==> src/rtl/spi_regmap_master_if.sv <==
// Command/response port of the regmap SPI initiator.
//   master modport: command source (drives cmd_valid/cmd_wr/cmd_addr/cmd_wdata)
//   slave  modport: the initiator block (drives cmd_ready/rsp_valid/rsp_rdata/busy)
interface spi_regmap_master_if;
    localparam int unsigned ADDR_W = 20;
    localparam int unsigned DATA_W = 16;

    logic              cmd_valid;
    logic              cmd_ready;
    logic              cmd_wr;
    logic [ADDR_W-1:0] cmd_addr;
    logic [DATA_W-1:0] cmd_wdata;
    logic              rsp_valid;
    logic [DATA_W-1:0] rsp_rdata;
    logic              busy;

    modport master (
        output cmd_valid, cmd_wr, cmd_addr, cmd_wdata,
        input  cmd_ready, rsp_valid, rsp_rdata, busy
    );

    modport slave (
        input  cmd_valid, cmd_wr, cmd_addr, cmd_wdata,
        output cmd_ready, rsp_valid, rsp_rdata, busy
    );
endinterface

==> src/rtl/spi_regmap_master.sv <==
// SPI initiator for the regmap SPI-to-APB slave.
// Accepts one register read/write per command, sends it as a 48-bit mode-0
// frame (LSB first: addr[19:0], ctrl[31:20], data[47:32]) and returns the
// 16-bit read data captured from MISO during the data phase.
// Ports:
//   clk, rst_n          clock, async active-low reset
//   cmd (slave modport) cmd_valid/cmd_ready/cmd_wr/cmd_addr/cmd_wdata in,
//                       rsp_valid/rsp_rdata/busy out
//   spi_sclk/spi_cs_n/spi_mosi out, spi_miso in
// Wait parameters of 0 behave as 1 cycle.
module spi_regmap_master #(
    parameter int unsigned CLK_DIV   = 4,
    parameter int unsigned CS_SETUP  = 2,
    parameter int unsigned CS_HOLD   = 2,
    parameter int unsigned CS_IDLE   = 4,
    parameter logic [11:0] CTRL_BASE = 12'h170
) (
    input  logic                clk,
    input  logic                rst_n,
    spi_regmap_master_if.slave  cmd,
    output logic                spi_sclk,
    output logic                spi_cs_n,
    output logic                spi_mosi,
    input  logic                spi_miso
);

    localparam int unsigned FRAME_W  = 48;
    localparam int unsigned DATA_W   = 16;
    localparam int unsigned BIT_W    = 6;
    localparam int unsigned RD_START = 32;
    localparam int unsigned DIV_W    = $clog2(CLK_DIV + 1);
    localparam int unsigned SH_MAX   = (CS_SETUP > CS_HOLD) ? CS_SETUP : CS_HOLD;
    localparam int unsigned WAIT_MAX = (SH_MAX > CS_IDLE) ? SH_MAX : CS_IDLE;
    localparam int unsigned WAIT_CW  = $clog2(WAIT_MAX + 1);
    localparam int unsigned WAIT_W   = (WAIT_CW > 0) ? WAIT_CW : 1;

    typedef enum logic [2:0] {
        S_IDLE  = 3'd0,
        S_SETUP = 3'd1,
        S_SHIFT = 3'd2,
        S_HOLD  = 3'd3,
        S_GAP   = 3'd4
    } state_e;

    state_e               state_q,     state_d;
    logic [FRAME_W-1:0]   frame_q,     frame_d;
    logic                 wr_q,        wr_d;
    logic [DATA_W-1:0]    rdata_sh_q,  rdata_sh_d;
    logic [BIT_W-1:0]     bit_cnt_q,   bit_cnt_d;
    logic [DIV_W-1:0]     div_cnt_q,   div_cnt_d;
    logic [WAIT_W-1:0]    wait_cnt_q,  wait_cnt_d;
    logic                 sclk_q,      sclk_d;
    logic                 cs_n_q,      cs_n_d;
    logic                 mosi_q,      mosi_d;
    logic                 rsp_valid_q, rsp_valid_d;
    logic [DATA_W-1:0]    rsp_rdata_q, rsp_rdata_d;
    logic                 busy_q,      busy_d;
    logic                 cmd_ready_q, cmd_ready_d;

    logic                 div_last_c;
    logic [11:0]          ctrl_c;

    // Current wait count reaches its parameter on this cycle.
    function automatic logic wait_done(input logic [WAIT_W-1:0] cnt, input int unsigned lim);
        return (32'(cnt) + 32'd1) >= lim;
    endfunction

    assign div_last_c = (div_cnt_q == DIV_W'(CLK_DIV - 1));
    assign ctrl_c     = {CTRL_BASE[11:3], cmd.cmd_wr, CTRL_BASE[1:0]};

    // Next-state and output decode.
    always_comb begin
        state_d     = state_q;
        frame_d     = frame_q;
        wr_d        = wr_q;
        rdata_sh_d  = rdata_sh_q;
        bit_cnt_d   = bit_cnt_q;
        div_cnt_d   = div_cnt_q;
        wait_cnt_d  = wait_cnt_q;
        sclk_d      = sclk_q;
        cs_n_d      = cs_n_q;
        mosi_d      = mosi_q;
        rsp_valid_d = 1'b0;
        rsp_rdata_d = rsp_rdata_q;
        busy_d      = busy_q;

        case (state_q)
            S_IDLE: begin
                if (cmd.cmd_valid && cmd_ready_q) begin
                    frame_d    = {(cmd.cmd_wr ? cmd.cmd_wdata : 16'h0000), ctrl_c, cmd.cmd_addr};
                    wr_d       = cmd.cmd_wr;
                    rdata_sh_d = '0;
                    bit_cnt_d  = '0;
                    div_cnt_d  = '0;
                    wait_cnt_d = '0;
                    sclk_d     = 1'b0;
                    cs_n_d     = 1'b0;
                    mosi_d     = cmd.cmd_addr[0];
                    busy_d     = 1'b1;
                    state_d    = S_SETUP;
                end
            end
            S_SETUP: begin
                if (wait_done(wait_cnt_q, CS_SETUP)) begin
                    div_cnt_d = '0;
                    state_d   = S_SHIFT;
                end else begin
                    wait_cnt_d = wait_cnt_q + WAIT_W'(1);
                end
            end
            S_SHIFT: begin
                if (div_last_c) begin
                    div_cnt_d = '0;
                    if (!sclk_q) begin
                        // Rising phase: sample MISO only in the read data phase.
                        sclk_d = 1'b1;
                        if (!wr_q && (bit_cnt_q >= BIT_W'(RD_START))) begin
                            rdata_sh_d = {spi_miso, rdata_sh_q[DATA_W-1:1]};
                        end
                    end else begin
                        // Falling phase: advance to the next bit or finish the frame.
                        sclk_d = 1'b0;
                        if (bit_cnt_q == BIT_W'(FRAME_W - 1)) begin
                            wait_cnt_d = '0;
                            state_d    = S_HOLD;
                        end else begin
                            bit_cnt_d = bit_cnt_q + BIT_W'(1);
                            mosi_d    = frame_q[1];
                            frame_d   = frame_q >> 1;
                        end
                    end
                end else begin
                    div_cnt_d = div_cnt_q + DIV_W'(1);
                end
            end
            S_HOLD: begin
                if (wait_done(wait_cnt_q, CS_HOLD)) begin
                    cs_n_d      = 1'b1;
                    mosi_d      = 1'b0;
                    rsp_valid_d = 1'b1;
                    rsp_rdata_d = wr_q ? 16'h0000 : rdata_sh_q;
                    wait_cnt_d  = '0;
                    state_d     = S_GAP;
                end else begin
                    wait_cnt_d = wait_cnt_q + WAIT_W'(1);
                end
            end
            S_GAP: begin
                if (wait_done(wait_cnt_q, CS_IDLE)) begin
                    busy_d  = 1'b0;
                    state_d = S_IDLE;
                end else begin
                    wait_cnt_d = wait_cnt_q + WAIT_W'(1);
                end
            end
            default: begin
                state_d = S_IDLE;
            end
        endcase

        cmd_ready_d = (state_d == S_IDLE);
    end

    // State and output registers.
    always_ff @(posedge clk or negedge rst_n) begin
        if (!rst_n) begin
            state_q     <= S_IDLE;
            frame_q     <= '0;
            wr_q        <= 1'b0;
            rdata_sh_q  <= '0;
            bit_cnt_q   <= '0;
            div_cnt_q   <= '0;
            wait_cnt_q  <= '0;
            sclk_q      <= 1'b0;
            cs_n_q      <= 1'b1;
            mosi_q      <= 1'b0;
            rsp_valid_q <= 1'b0;
            rsp_rdata_q <= '0;
            busy_q      <= 1'b0;
            cmd_ready_q <= 1'b0;
        end else begin
            state_q     <= state_d;
            frame_q     <= frame_d;
            wr_q        <= wr_d;
            rdata_sh_q  <= rdata_sh_d;
            bit_cnt_q   <= bit_cnt_d;
            div_cnt_q   <= div_cnt_d;
            wait_cnt_q  <= wait_cnt_d;
            sclk_q      <= sclk_d;
            cs_n_q      <= cs_n_d;
            mosi_q      <= mosi_d;
            rsp_valid_q <= rsp_valid_d;
            rsp_rdata_q <= rsp_rdata_d;
            busy_q      <= busy_d;
            cmd_ready_q <= cmd_ready_d;
        end
    end

    assign cmd.cmd_ready = cmd_ready_q;
    assign cmd.rsp_valid = rsp_valid_q;
    assign cmd.rsp_rdata = rsp_rdata_q;
    assign cmd.busy      = busy_q;
    assign spi_sclk      = sclk_q;
    assign spi_cs_n      = cs_n_q;
    assign spi_mosi      = mosi_q;

endmodule

==> src/flat_wrapper.sv <==
// flat-port wrapper written by rule: the top's interface ports become plain ports
module spi_regmap_master_flat 
#(
    parameter int unsigned CLK_DIV   = 4,
    parameter int unsigned CS_SETUP  = 2,
    parameter int unsigned CS_HOLD   = 2,
    parameter int unsigned CS_IDLE   = 4,
    parameter logic [11:0] CTRL_BASE = 12'h170
)
  (clk, rst_n, spi_sclk, spi_cs_n, spi_mosi, spi_miso, cmd_cmd_valid, cmd_cmd_wr, cmd_cmd_addr, cmd_cmd_wdata, cmd_cmd_ready, cmd_rsp_valid, cmd_rsp_rdata, cmd_busy);
  spi_regmap_master_if cmd_i ();
  input  logic clk;
  input  logic rst_n;
  output logic spi_sclk;
  output logic spi_cs_n;
  output logic spi_mosi;
  input  logic spi_miso;
  input wire logic [$bits(cmd_i.cmd_valid)-1:0] cmd_cmd_valid;
  input wire logic [$bits(cmd_i.cmd_wr)-1:0] cmd_cmd_wr;
  input wire logic [$bits(cmd_i.cmd_addr)-1:0] cmd_cmd_addr;
  input wire logic [$bits(cmd_i.cmd_wdata)-1:0] cmd_cmd_wdata;
  output wire logic [$bits(cmd_i.cmd_ready)-1:0] cmd_cmd_ready;
  output wire logic [$bits(cmd_i.rsp_valid)-1:0] cmd_rsp_valid;
  output wire logic [$bits(cmd_i.rsp_rdata)-1:0] cmd_rsp_rdata;
  output wire logic [$bits(cmd_i.busy)-1:0] cmd_busy;
  assign cmd_i.cmd_valid = cmd_cmd_valid;
  assign cmd_i.cmd_wr = cmd_cmd_wr;
  assign cmd_i.cmd_addr = cmd_cmd_addr;
  assign cmd_i.cmd_wdata = cmd_cmd_wdata;
  assign cmd_cmd_ready = cmd_i.cmd_ready;
  assign cmd_rsp_valid = cmd_i.rsp_valid;
  assign cmd_rsp_rdata = cmd_i.rsp_rdata;
  assign cmd_busy = cmd_i.busy;
  spi_regmap_master #(.CLK_DIV(CLK_DIV), .CS_SETUP(CS_SETUP), .CS_HOLD(CS_HOLD), .CS_IDLE(CS_IDLE), .CTRL_BASE(CTRL_BASE)) u_core (.clk(clk), .rst_n(rst_n), .cmd(cmd_i), .spi_sclk(spi_sclk), .spi_cs_n(spi_cs_n), .spi_mosi(spi_mosi), .spi_miso(spi_miso));
endmodule
==> config.mk <==
export PLATFORM = sky130hd
export DESIGN_NAME = spi_regmap_master_flat
export DESIGN_NICKNAME = d
export VERILOG_FILES = /design/src/rtl/spi_regmap_master_if.sv /design/src/rtl/spi_regmap_master.sv /design/src/flat_wrapper.sv
export SDC_FILE = /design/constraint.sdc
export NUM_CORES = 1
export LEC_CHECK = 0
export CORE_ASPECT_RATIO = 0.8
export CORE_MARGIN = 2
export CORE_UTILIZATION = 50
export DETAILED_ROUTE_END_ITERATION = 10
export GPL_TIMING_DRIVEN = 0
export MAX_ROUTING_LAYER = met4
export PLACE_DENSITY_LB_ADDON = 0.15
export SYNTH_ARGS = -nofsm -noshare
export SYNTH_HDL_FRONTEND = slang
export SYNTH_SLANG_ARGS = --single-unit
==> constraint.sdc <==
create_clock -name clk -period 4.32 [get_ports clk]
set_input_delay 0.864 -clock clk [delete_from_list [all_inputs] [get_ports clk]]
set_output_delay 0.864 -clock clk [all_outputs]
set_load 0.005 [all_outputs]
Word-level counts from Yosys, hierarchy flattened:

Cells that the tools add are included.

* register bits: 102
* input port bits: 41

* add/subtract/negate cells: 4
* $lt $le $gt $ge: 3
* equality and inequality tests: 18
* mux-type cells: 53
* reduce and logical (&&, ||, !) cells: 21

Operators with widths (number)
* 48-bit 2-to-1 mux: 4
* 16-bit 2-to-1 mux: 6
* 48-bit one-hot mux with 2 select lines: 1
* 3-bit 2-to-1 mux: 16
* 32-bit by 2-bit >= comparator with 1-bit output (second input constant): 1
* 32-bit by 3-bit >= comparator with 1-bit output (second input constant): 1
* 16-bit one-hot mux with 2 select lines: 1
* 3-bit one-hot mux with 5 select lines: 2
* 6-bit 2-to-1 mux: 4
* 2-bit by 1-bit != test with 1-bit output (second input constant): 8
* 1-bit 2-to-1 mux: 13
* 6-bit one-hot mux with 2 select lines: 1
* 3-bit AND reduction: 4
* 5-bit AND reduction: 2
* 3-bit by 2-bit equality test with 1-bit output (second input constant): 3
* 3-bit one-hot mux with 3 select lines: 1
* 2-bit != test (second input constant): 4
* 7-bit AND reduction: 1
* 3-bit by 1-bit adder with 3-bit output (second input constant): 2
* 6-bit by 1-bit adder with 6-bit output (second input constant): 1
* 6-bit equality test (second input constant): 1
* 6-bit >= comparator (second input constant): 1
* 3-bit zero test: 2
* 1-bit one-hot mux with 2 select lines: 3
* 11 further kinds: 16

Logic depth before layout (Yosys ltp):

Gate-level depths: netlist of the first run.

* word-level depth: 6
* depth in mapped cells: 8
* depth with buffers taken out: 6

Worst setup path after synthesis of the first run:

No wires, ideal clock.

* path type: input -> register
* start: in cmd_cmd_valid
* end: reg u_core.bit_cnt_q[3]
* setup time: 66 ps
* arrival: 2098 ps
* setup slack: 2156 ps
* stages: 6
* cells stage by stage: nand2_1 > a211oi_2 > o21ai_1 > buf_2 > or4_1 > nand2_1

* cells in the longest elaborated chain, start to end: 3

RTL lines
* from (decl): line flat_wrapper.sv:18 `input wire logic [$bits(cmd_i.cmd_valid)-1:0] cmd_cmd_valid;`
* 1-bit logical AND: line spi_regmap_master.sv:89 `if (cmd.cmd_valid && cmd_ready_q) begin`
* 2-bit by 1-bit != test with 1-bit output (no line)
* 5-bit AND reduction (no line)
* to (signal assigned): line spi_regmap_master.sv:186 `bit_cnt_q <= bit_cnt_d;`
* to (decl): line spi_regmap_master.sv:49 `logic [BIT_W-1:0] bit_cnt_q, bit_cnt_d;`

No other way between the ends.
A chain may end at the register's enable or synchronous reset.

Final worst setup path of the first run:

Same ends and word-level chain as after synthesis.

==> summary.md, run 1 <==
| Metric | Value |
|---|---|
| Final core utilization | 62.9% |
| Initial DRC Count | 213 |
| Pleak | 2.41 nW |
| Max layer used | met4 |
| Most common cell in the synthesized netlist | dfrtp_1 |
| # clock sinks | 101 |
| Post_cts resized | 0 |
| Synth cell types | 44 |
| Sequential cell area fraction in the yosys report | 55.9% |
| Cell breakdown of the critical path | clkdlybuf4s50_1 > nand2_1 > a211oi_2 > o21ai_1 > buf_2 > or4_1 > nand2_1 |
| All-Layer GR Usage | 22.2% |
| Buffers on Ports | 62 |
| Max-slew violation count | 0 |
| CP delay by family, top | buffers and inverters |
| Unrepaired setup endpoints after global routing | false |
| Die width | 110 um |
| Grt total ovfl | 0 |
| CTS root buf | clkbuf_16 |
| Avg WL per Cell | 14.9 um |
| Power Dens Cells | 323 nW/um^2 |
| Post-Syn Instances | 460 |
| Gpl congestion | 0.885 |
| Switching power | 372 uW |
| CP max stage delay | 470 ps |
| Die Ht | 89.1 um |
| Critical path class | primary input to flip-flop |
| Drt total wl | 9.74 mm |
| Status | completed |
| Switching fraction of total power | 20.5% |
| Post-synth top area cell | dfrtp_1 |
| Share of layout cells above drive strength 1 | 6.86% |
| Worst Path Max Fanout | 10 |
| Critical path's slowest cell | or4_1 |
| I/O pin cnt | 63 |
| Internal Power | 1.44 mW |
| P&R area growth vs syn | 24.1% |
| Largest cells by area after synthesis | dfrtp_1, o21ai_0, nand2_1 |
| Met3 Routed Length | 604 um |
| Postcts setup bufs | 0 |
| Worst-Skew Late Latency | 340 ps |
| Final Total Pwr | 1.81 mW |
| Endpoints failing setup | 0 |
| Clock power frac | 44.6% |
| Worst slew margin | 38.5% |
| DRT Pass-1 Iters | 4 |
| Yosys reg bits | 101 |
| M1 WL | 4.68 mm |
| Vias in the first global route | 3,384 |
| Primary FF master, synth | dfrtp_1 |
| Crit path top cell by count | nand2_1 |
| Routed wl met2 | 4.35 mm |
| Worst Hold Class | flip-flop to flip-flop |
| Worst-Margin Slew | 915 ps |
| Nets@finish | 579 |
| CTS Buffer Depth | 2 |
| H-tree levels | 3 |
| Final min period | 2550 ps |
| Comb power frac | 3.3% |
| First-pass GRT wire length | 16.3 mm |
| Critical Path RT | 4600 ps |
| ANT cells | 0 |
| Crit start category | primary input |
| Async set-or-reset flop fraction in the synthesized netlist | 100% |
| Max-cap violation count | 0 |
| Synth warn | 0 |
| Top-area cell type share of the netlist area | 55.3% |
| Max Freq | 0.393 GHz |
| CTS tree | yes |
| Initial antenna violation count | 0 |
| Sequential power share | 52.1% |
| Largest net degree at the start of global routing | 69 |
| Initial core utilization | 50.7% |
| Final Hold Viols | 0 |
| WP buf/inv | 2 |
| Number of enable flip-flop cells after synthesis | 0 |
| Worst EP arrival | 2830 ps |
| Skew final | 5.32 ps |
| Via density per instance | 5.40 |
| Rows | 31 |
| Total CTS buffers | 9 |
| VDD IR max | 0.296 mV |
| Full die area | 9830 um^2 |
| Period utilisation layout | 59.0% |
| CORE AREA | 8920 um^2 |
| Setup TNS | 0 ps |
| Syn_nets | 505 |
| DR DRC count | 0 |
| Vias | 3,533 |
| Most common library cells after synthesis | dfrtp_1, nand2_1, o21ai_0, mux2i_1, nand2b_1 |
| Average size of a mapped cell | 9.84 um^2 |
| Post-DP HPWL | 6.90 mm |
| Final ANT Viol Nets | 0 |
| Worst Setup End Kind | flip-flop |
| Netlist Area Pre-Place | 4520 um^2 |
| Worst-path clk slew | 70 ps |
| Hold-fix buffers, CTS | 0 |
[logic make-up (layout without fill, tap and decap cells)]
group	after synthesis	after routing	share of synthesized area (%)
xor gates and xnor gates	2	2	0.387
AOI/OAI and AO/OA	124	124	16.2
and+or+nand+nor	167	167	17.6
DFF	101	101	55.9
buffers and inverters	38	117	3.48
adders and majority gates	4	4	1.11
muxes	24	24	5.36
[worst reg2reg max path: stages (launching register included)]
cell and delay (ps):
dfrtp_1 400, ha_1 210, and2_1 170, a21oi_2 370, o21ai_0 150, a2111oi_0 630, mux2_2 400
[power groups by stage]
| stage | combinational [mW] | clock, mW | sequential, mW |
|---|---|---|---|
| after CTS | 0.0617 | 0.830 | 0.945 |
| final | 0.0600 | 0.809 | 0.945 |
| after global routing | 0.0664 | 0.867 | 0.944 |
| after global placement | 0.0578 | 0 | 0.964 |
| after detailed placement | 0.0616 | 0 | 0.963 |
| after floorplan | 0.00164 | 0 | 0.964 |
[layer usage]
layer,GRT usage (%),up-vias
met4,5.00,0
li1,-,1735
met2,33.0,102
met5,-,-
met3,6.27,11
met1,30.6,1685
[area by class of cell]
| class | instances | area [um^2] |
|---|---|---|
| fillers | 745 | 3310 |
| flip-flops and latches | 101 | 2530 |
| multi-input cells | 321 | 1840 |
| repair buffers | 63 | 646 |
| clock buffers | 10 | 239 |
| well taps | 115 | 144 |
| plain buffers | 29 | 124 |
| clock inverters | 6 | 62.6 |
| inverters | 9 | 33.8 |
[cells in the final DEF, fill, tap and decap left out, types with 16 or more instances in the layout]
| cell | Yosys | layout |
|---|---|---|
| dfrtp_1 | 100 | 100 |
| nand2_1 | 99 | 99 |
| o21ai_0 | 78 | 78 |
| clkdlybuf4s50_1 | 0 | 61 |
| mux2i_1 | 22 | 22 |
| nand2b_1 | 19 | 19 |
| clkbuf_1 | 18 | 18 |
| a21oi_1 | 18 | 18 |
| and3_1 | 16 | 16 |
[state kept, by name, indices dropped and copies added (netlist names), 3 cells and up]
| register | cells |
|---|---|
| u_core.state_q | 3 |
| u_core.wait_cnt_q | 3 |
| u_core.frame_q | 47 |
| u_core.bit_cnt_q | 6 |
| u_core.rdata_sh_q | 16 |
| u_core.cmd.rsp_rdata | 16 |
| u_core.div_cnt_q | 3 |
[metrics by stage]
step                std cells  worst slack, ps  hold WS [ps]  cell area (um^2)
floorplan                 460             2160           448              4520
global placement          637            -1320           443              5290
detailed placement        638             1410           459              5310
CTS                       654             1780           467              5620
global route              654             1630           497              5620
finish                    654             1770           462              5620
[worst paths after layout]
path	startpoint	cells after the start	slack, ps	endpoint
worst min register to register	u_core.spi_cs_n	2	460	u_core.spi_cs_n
worst min-delay path	u_core.spi_cs_n	2	460	u_core.spi_cs_n
worst max-delay path	cmd_cmd_valid	7	1770	u_core.bit_cnt_q[3]
min in group asynchronous	rst_n	1	470	u_core.state_q[1]
worst max register to register	u_core.wait_cnt_q[0]	6	1880	u_core.spi_mosi
max in group asynchronous	rst_n	2	3170	u_core.frame_q[23]
No activity file was read; power rests on OpenSTA's default activity.
==> inputs of run 2 (changes only) <==
Clock period 4.32 ns to 2.5 ns, I/O delays scaled along.
==> run 2 against run 1 <==
  * Cell area grew 0.11%
  * Global-route usage unchanged
  * Total power up 73%
  * Largest power group unchanged
  * Critical path depth down 1
  * Via count is essentially flat
==> summary.md, run 2 (synthesis gave the netlist of run 1 again) <==
| Metric | Value |
|---|---|
| Max reg flops | 47 (unchanged) |
| All-Layer GR Usage | 22.2% (unchanged) |
| Worst hold margin | 106 ps (-356 ps) |
| M1 WL | 4.70 mm (+0.43%) |
| CORE AREA | 8920 um^2 (unchanged) |
| I/O pin cnt | 63 (unchanged) |
| Endpoints failing setup | 0 (unchanged) |
| Largest net degree at the start of global routing | 69 (unchanged) |
| Layout Cells excl Fill | 654 (unchanged) |
| Total CTS buffers | 9 (unchanged) |
| Buffers on Ports | 62 (unchanged) |
| Via density per instance | 5.41 (about the same) |
| Nets@finish | 579 (unchanged) |
| Max Freq | 0.424 GHz |
| Commonest non-fill, non-tap cell in the layout | dfrtp_1 |
| Worst EP arrival | 2580 ps (-250 ps) |
| Max-cap violation count | 0 (unchanged) |
| Final min period | 2360 ps |
| Crit start category | flip-flop |
| Biggest register | u_core.frame_q |
| Status | completed |
| Period utilisation layout | 94.3% |
| Worst Path Max Fanout | 9 (-1) |
| ANT cells | 0 (unchanged) |
| Worst-path clk slew | 60 ps (about the same) |
| Switching fraction of total power | 20.6% (+0.048 points) |
| Pleak | 2.41 nW (about the same) |
| Vias in the first global route | 3,384 (unchanged) |
| Critical path's slowest cell | a2111oi_1 |
| CP max stage delay | 570 ps (+100 ps) |
| Comb power frac | 3.3% (about the same) |
| H-tree levels | 3 (unchanged) |
| Avg WL per Cell | 14.9 um (-0.10%) |
| Number of fill cells in the layout | 747 (+0.27%) |
| Sequential power share | 52.1% (about the same) |
| Worst slew margin | 38.8% (+0.31 points) |
| Hold-fix buffers, CTS | 0 (unchanged) |
| Vias | 3,535 (+0.057%) |
| Initial core utilization | 50.7% (unchanged) |
| Cell breakdown of the critical path | ha_1 > and2_1 > a21oi_2 > o21ai_0 > a2111oi_1 > mux2_2 |
| Clock power frac | 44.6% (about the same) |
| Critical Path RT | 2730 ps (-1870 ps) |
| Worst Hold Class | primary input to async pin |
| Worst-Margin Slew | 911 ps (-4.57 ps) |
| Worst-Skew Late Latency | 340 ps (about the same) |
| Critical path class | flip-flop to flip-flop |
| Post-DP HPWL | 6.90 mm (unchanged) |
| CTS tree | yes |
| Initial antenna violation count | 0 (unchanged) |
| Routed wl met2 | 4.44 mm (+1.9%) |
| DRT Pass-1 Iters | 4 (unchanged) |
| Max-slew violation count | 0 (unchanged) |
| Die width | 110 um (unchanged) |
| Worst Reg-to-Reg Cells | 6 (unchanged) |
| First-pass GRT wire length | 16.3 mm (unchanged) |
| Max layer used | met4 |
| Met3 Routed Length | 525 um (-13%) |
| VDD IR max | 0.499 mV (+68%) |
| Skew final | 3.58 ps (-1.74 ps) |
| DR DRC count | 0 (unchanged) |
| Initial DRC Count | 206 (-3.3%) |
| # clock sinks | 101 (unchanged) |
| Final ANT Viol Nets | 0 (unchanged) |
| Switching power | 645 uW (+73%) |
| Grt total ovfl | 0 (unchanged) |
| Die Ht | 89.1 um (unchanged) |
| Rows | 31 (unchanged) |
| CTS Buffer Depth | 2 (unchanged) |
| Gpl congestion | 0.885 (unchanged) |
| Placed cell count | 638 (unchanged) |
| Internal Power | 2.49 mW (+73%) |
| Worst Setup End Kind | flip-flop |
| Commonest cells after routing, fill and taps aside | dfrtp_1, nand2_1, o21ai_0, clkdlybuf4s50_1, mux2i_1 |
| Unrepaired setup endpoints after global routing | false |
| CTS root buf | clkbuf_16 |
| Final Hold Viols | 0 (unchanged) |
| Full die area | 9830 um^2 (unchanged) |
| Power Dens Cells | 558 nW/um^2 (+73%) |
| Share of layout cells above drive strength 1 | 7.05% (+0.19 points) |
| P&R area growth vs syn | 24.3% |
| Drt total wl | 9.73 mm (-0.10%) |
[run 2: cell counts in the layout (fill, tap and decap cells not counted)]
Identical to the previous run, type by type.
[run 2: layout make-up]
cell class,count,area (um^2),share of cell area (%)
Multi-Input combinational cell,321,1840,32.8
Timing Repair Buffer,63,646,11.5
Inverter,9,33.8,0.601
Sequential cell,101,2530,45.0
Clock buffer,10,239,4.25
Clock inverter,6,62.6,1.11
Buffer,29,124,2.20
Tap cell,115,144,2.56
[run 2: timing repair]
action                     CTS  global route
buffers inserted             0             0
resized for setup            0             2
setup endpoints to repair    0             7
[run 2: stage by stage]
stage	setup slack, ps	instance area (um^2)	power, mW	setup TNS (ps)	util (%)
floorplan	458	4520	1.67	0	-
detailed placement	-47.9	5310	1.77	-134	59.6
global placement	-2780	5290	1.77	-279000	59.3
CTS	94.1	5620	3.17	0	62.9
finish	142	5620	3.14	0	63.0
global route	20.4	5620	3.25	0	63.0
[run 2: layer usage]
metal  global-route usage, %  up-vias
li1                        -     1736
met1                    30.6     1700
met2                    33.0       91
met3                    6.27        8
met4                    5.00        0
met5                       -        -
[run 2: path summary, 6_finish.rpt]
path | to | from | slack, ps
worst max-delay path | u_core.spi_mosi | u_core.wait_cnt_q[0] | 140
worst min-delay path | u_core.state_q[1] | rst_n | 110
worst max register to register | u_core.spi_mosi | u_core.wait_cnt_q[0] | 140
worst min register to register | u_core.spi_cs_n | u_core.spi_cs_n | 460
max in group asynchronous | u_core.frame_q[37] | rst_n | 1740
min in group clk | u_core.spi_cs_n | u_core.spi_cs_n | 460
[run 2: critical path: cells and delay by family, from the launching register on]
kind	cells	cell delay, ps
adders and majority gates	1	210
and+or+nand+nor	1	170
muxes	1	390
DFF	1	400
AOI/OAI and AO/OA	3	1080
[run 2: power groups by stage]
stage               Sequential, mW  Clock, mW  Combinational [mW]
floorplan                     1.67          0             0.00283
global placement              1.67          0              0.0999
detailed placement            1.66          0               0.106
CTS                           1.63       1.43               0.107
global route                  1.63       1.50               0.115
finish                        1.63       1.40               0.103
==> inputs of run 3 (changes only) <==
Settings changed: CORE_UTILIZATION 50 to 40, SLEW_MARGIN set to 20.
==> run 3 against run 2 <==
  * Sequential power is essentially flat
  * Combinational power barely moved
  * Sequential share of layout area is 0.14 points lower
  * Hold slack got worse by 65 ps
  * Clock power is 6% lower
  * Die area increased by 24%
  * Clock-buffer cell count is 3 higher
  * Cell area grew 0.31%
  * Critical path type unchanged
  * Largest cell class unchanged
  * Highest routed layer unchanged
==> summary.md, run 3 (synthesis gave the netlist of run 1 again) <==
| Metric | Value |
|---|---|
| Final core utilization | 51.6% (-11 points) |
| P&R area growth vs syn | 24.6% |
| Critical Path RT | 2730 ps (about the same) |
| # clock sinks | 101 (unchanged) |
| Worst Hold Class | primary input to async pin |
| First-pass GRT wire length | 16.8 mm (+3.2%) |
| Endpoints failing setup | 0 (unchanged) |
| DP Area | 5350 um^2 (+0.75%) |
| Crit start category | flip-flop |
| Pleak | 2.41 nW (-0.31%) |
| R2R Path Start | u_core.wait_cnt_q[0] |
| Final Total Pwr | 3.06 mW (-2.6%) |
| Largest net degree at the start of global routing | 69 (unchanged) |
| Initial antenna violation count | 0 (unchanged) |
| Max Freq | 0.428 GHz (+1.0%) |
| Drt total wl | 9.91 mm (+1.8%) |
| Full die area | 12,200 um^2 (+24%) |
| Share of layout cells above drive strength 1 | 6.68% (-0.37 points) |
| Nets@finish | 579 (unchanged) |
| Worst-Skew Late Latency | 340 ps (about the same) |
| CTS Buffer Depth | 2 (unchanged) |
| Post-DP HPWL | 6.94 mm (+0.60%) |
| I/O pin cnt | 63 (unchanged) |
| VDD IR max | 0.343 mV (-31%) |
| Worst EP arrival | 2560 ps (-20 ps) |
| Worst Setup End Kind | flip-flop |
| DR DRC count | 0 (unchanged) |
| Worst Path Max Fanout | 9 (unchanged) |
| Skew final | 5.77 ps (+2.19 ps) |
| Period utilisation layout | 93.4% (-0.93 points) |
| Initial core utilization | 41.4% (-9.3 points) |
| Commonest cells after routing, fill and taps aside | dfrtp_1, nand2_1, o21ai_0, clkdlybuf4s50_1, mux2i_1 |
| Total CTS buffers | 9 (unchanged) |
| Worst slew margin | 36.0% (-2.8 points) |
| Worst-Margin Slew | 953 ps (+42.4 ps) |
| Vias in the first global route | 3,408 (+0.71%) |
| Die Ht | 99.1 um (+11%) |
| Buffers on Ports | 62 (unchanged) |
| Critical path class | flip-flop to flip-flop |
| DRT Pass-1 Iters | 4 (unchanged) |
| Max-slew violation count | 0 (unchanged) |
| Commonest non-fill, non-tap cell in the layout | dfrtp_1 |
| Final ANT Viol Nets | 0 (unchanged) |
| Unrepaired setup endpoints after global routing | false |
| Rows | 34 (+9.7%) |
| Max reg flops | 47 (unchanged) |
| CTS tree | yes |
| Initial DRC Count | 224 (+8.7%) |
| Worst hold margin | 41.1 ps (-64.6 ps) |
| Final standard cell area without fillers | 5640 um^2 (+0.31%) |
| CORE AREA | 10,900 um^2 (+23%) |
| Biggest register | u_core.frame_q |
| Vias | 3,515 (-0.57%) |
| CTS root buf | clkbuf_16 |
| Status | completed |
| Max-cap violation count | 0 (unchanged) |
| Die width | 123 um (+11%) |
| Via density per instance | 5.15 (-4.8%) |
| Avg WL per Cell | 14.5 um (-2.5%) |
| Final setup margin | 166 ps (+23.3 ps) |
| Final Hold Viols | 0 (unchanged) |
| Pre-CTS WS | -97.1 ps (-49.2 ps) |
| Final min period | 2330 ps (-23.3 ps) |
| Power Dens Cells | 542 nW/um^2 (-2.9%) |
| ANT cells | 0 (unchanged) |
| H-tree levels | 3 (unchanged) |
| Grt total ovfl | 0 (unchanged) |
| Crit path from | u_core.wait_cnt_q[0] |
| All-Layer GR Usage | 18.0% (-4.2 points) |
| Worst-path clk slew | 70 ps (about the same) |
| Gpl congestion | 0.844 (-4.6%) |
==> run 3: power by group <==
group / switching, mW / leakage [nW] / internal (mW)
sequential: 0 / 1.37 / 1.63
combinational: 0.0449 / 0.902 / 0.0602
clock: 0.589 / 0.132 / 0.729
total: 0.634 / 2.41 / 2.42
==> run 3: layout make-up <==
| type | count | area, um^2 |
|---|---|---|
| Buffer | 29 | 124 |
| Clock buffer | 13 | 260 |
| Clock inverter | 3 | 20.0 |
| Fill cell | 1007 | 5290 |
| Inverter | 9 | 33.8 |
| Multi-Input combinational cell | 321 | 1840 |
| Sequential cell | 101 | 2530 |
| Tap cell | 144 | 180 |
| Timing Repair Buffer | 63 | 649 |
==> run 3: what timing repair did <==
action	4_1_cts	5_1_grt
gates resized for setup	0	1
setup buffers	0	0
endpoints found under the setup margin	0	29
endpoints found under the hold margin	0	0
hold buffers	0	0
==> run 3: path summary, 6_finish.rpt <==
path | depth (start not counted) | to | slack, ps
min reg2reg | 2 | u_core.spi_cs_n | 470
max in group asynchronous | 2 | u_core.frame_q[40] | 1830
max reg2reg | 6 | u_core.spi_mosi | 170
min | 1 | u_core.state_q[1] | 40
min in group clk | 2 | u_core.spi_cs_n | 470
max | 6 | u_core.spi_mosi | 170
==> run 3: critical path: stages (launching register included) <==
cell       delay [ps]
dfrtp_1           400
ha_1              220
and2_1            170
a21oi_2           380
o21ai_0           130
a2111oi_0         540
mux2_2            390
==> run 3: through the flow <==
stage | setup TNS, ps | instances
floorplan | 0 | 460
global placement | -292300 | 666
detailed placement | -356 | 667
CTS | 0 | 683
global route | 0 | 683
finish | 0 | 683
==> run 3: metal layers <==
| metal | wire (um) | vias up | GRT usage (%) |
|---|---|---|---|
| li1 | - | 1727 | - |
| met1 | 5010 | 1697 | 25.6 |
| met2 | 4300 | 82 | 26.1 |
| met3 | 513 | 9 | 5.05 |
| met4 | 83 | 0 | 3.36 |
| met5 | 0 | - | - |
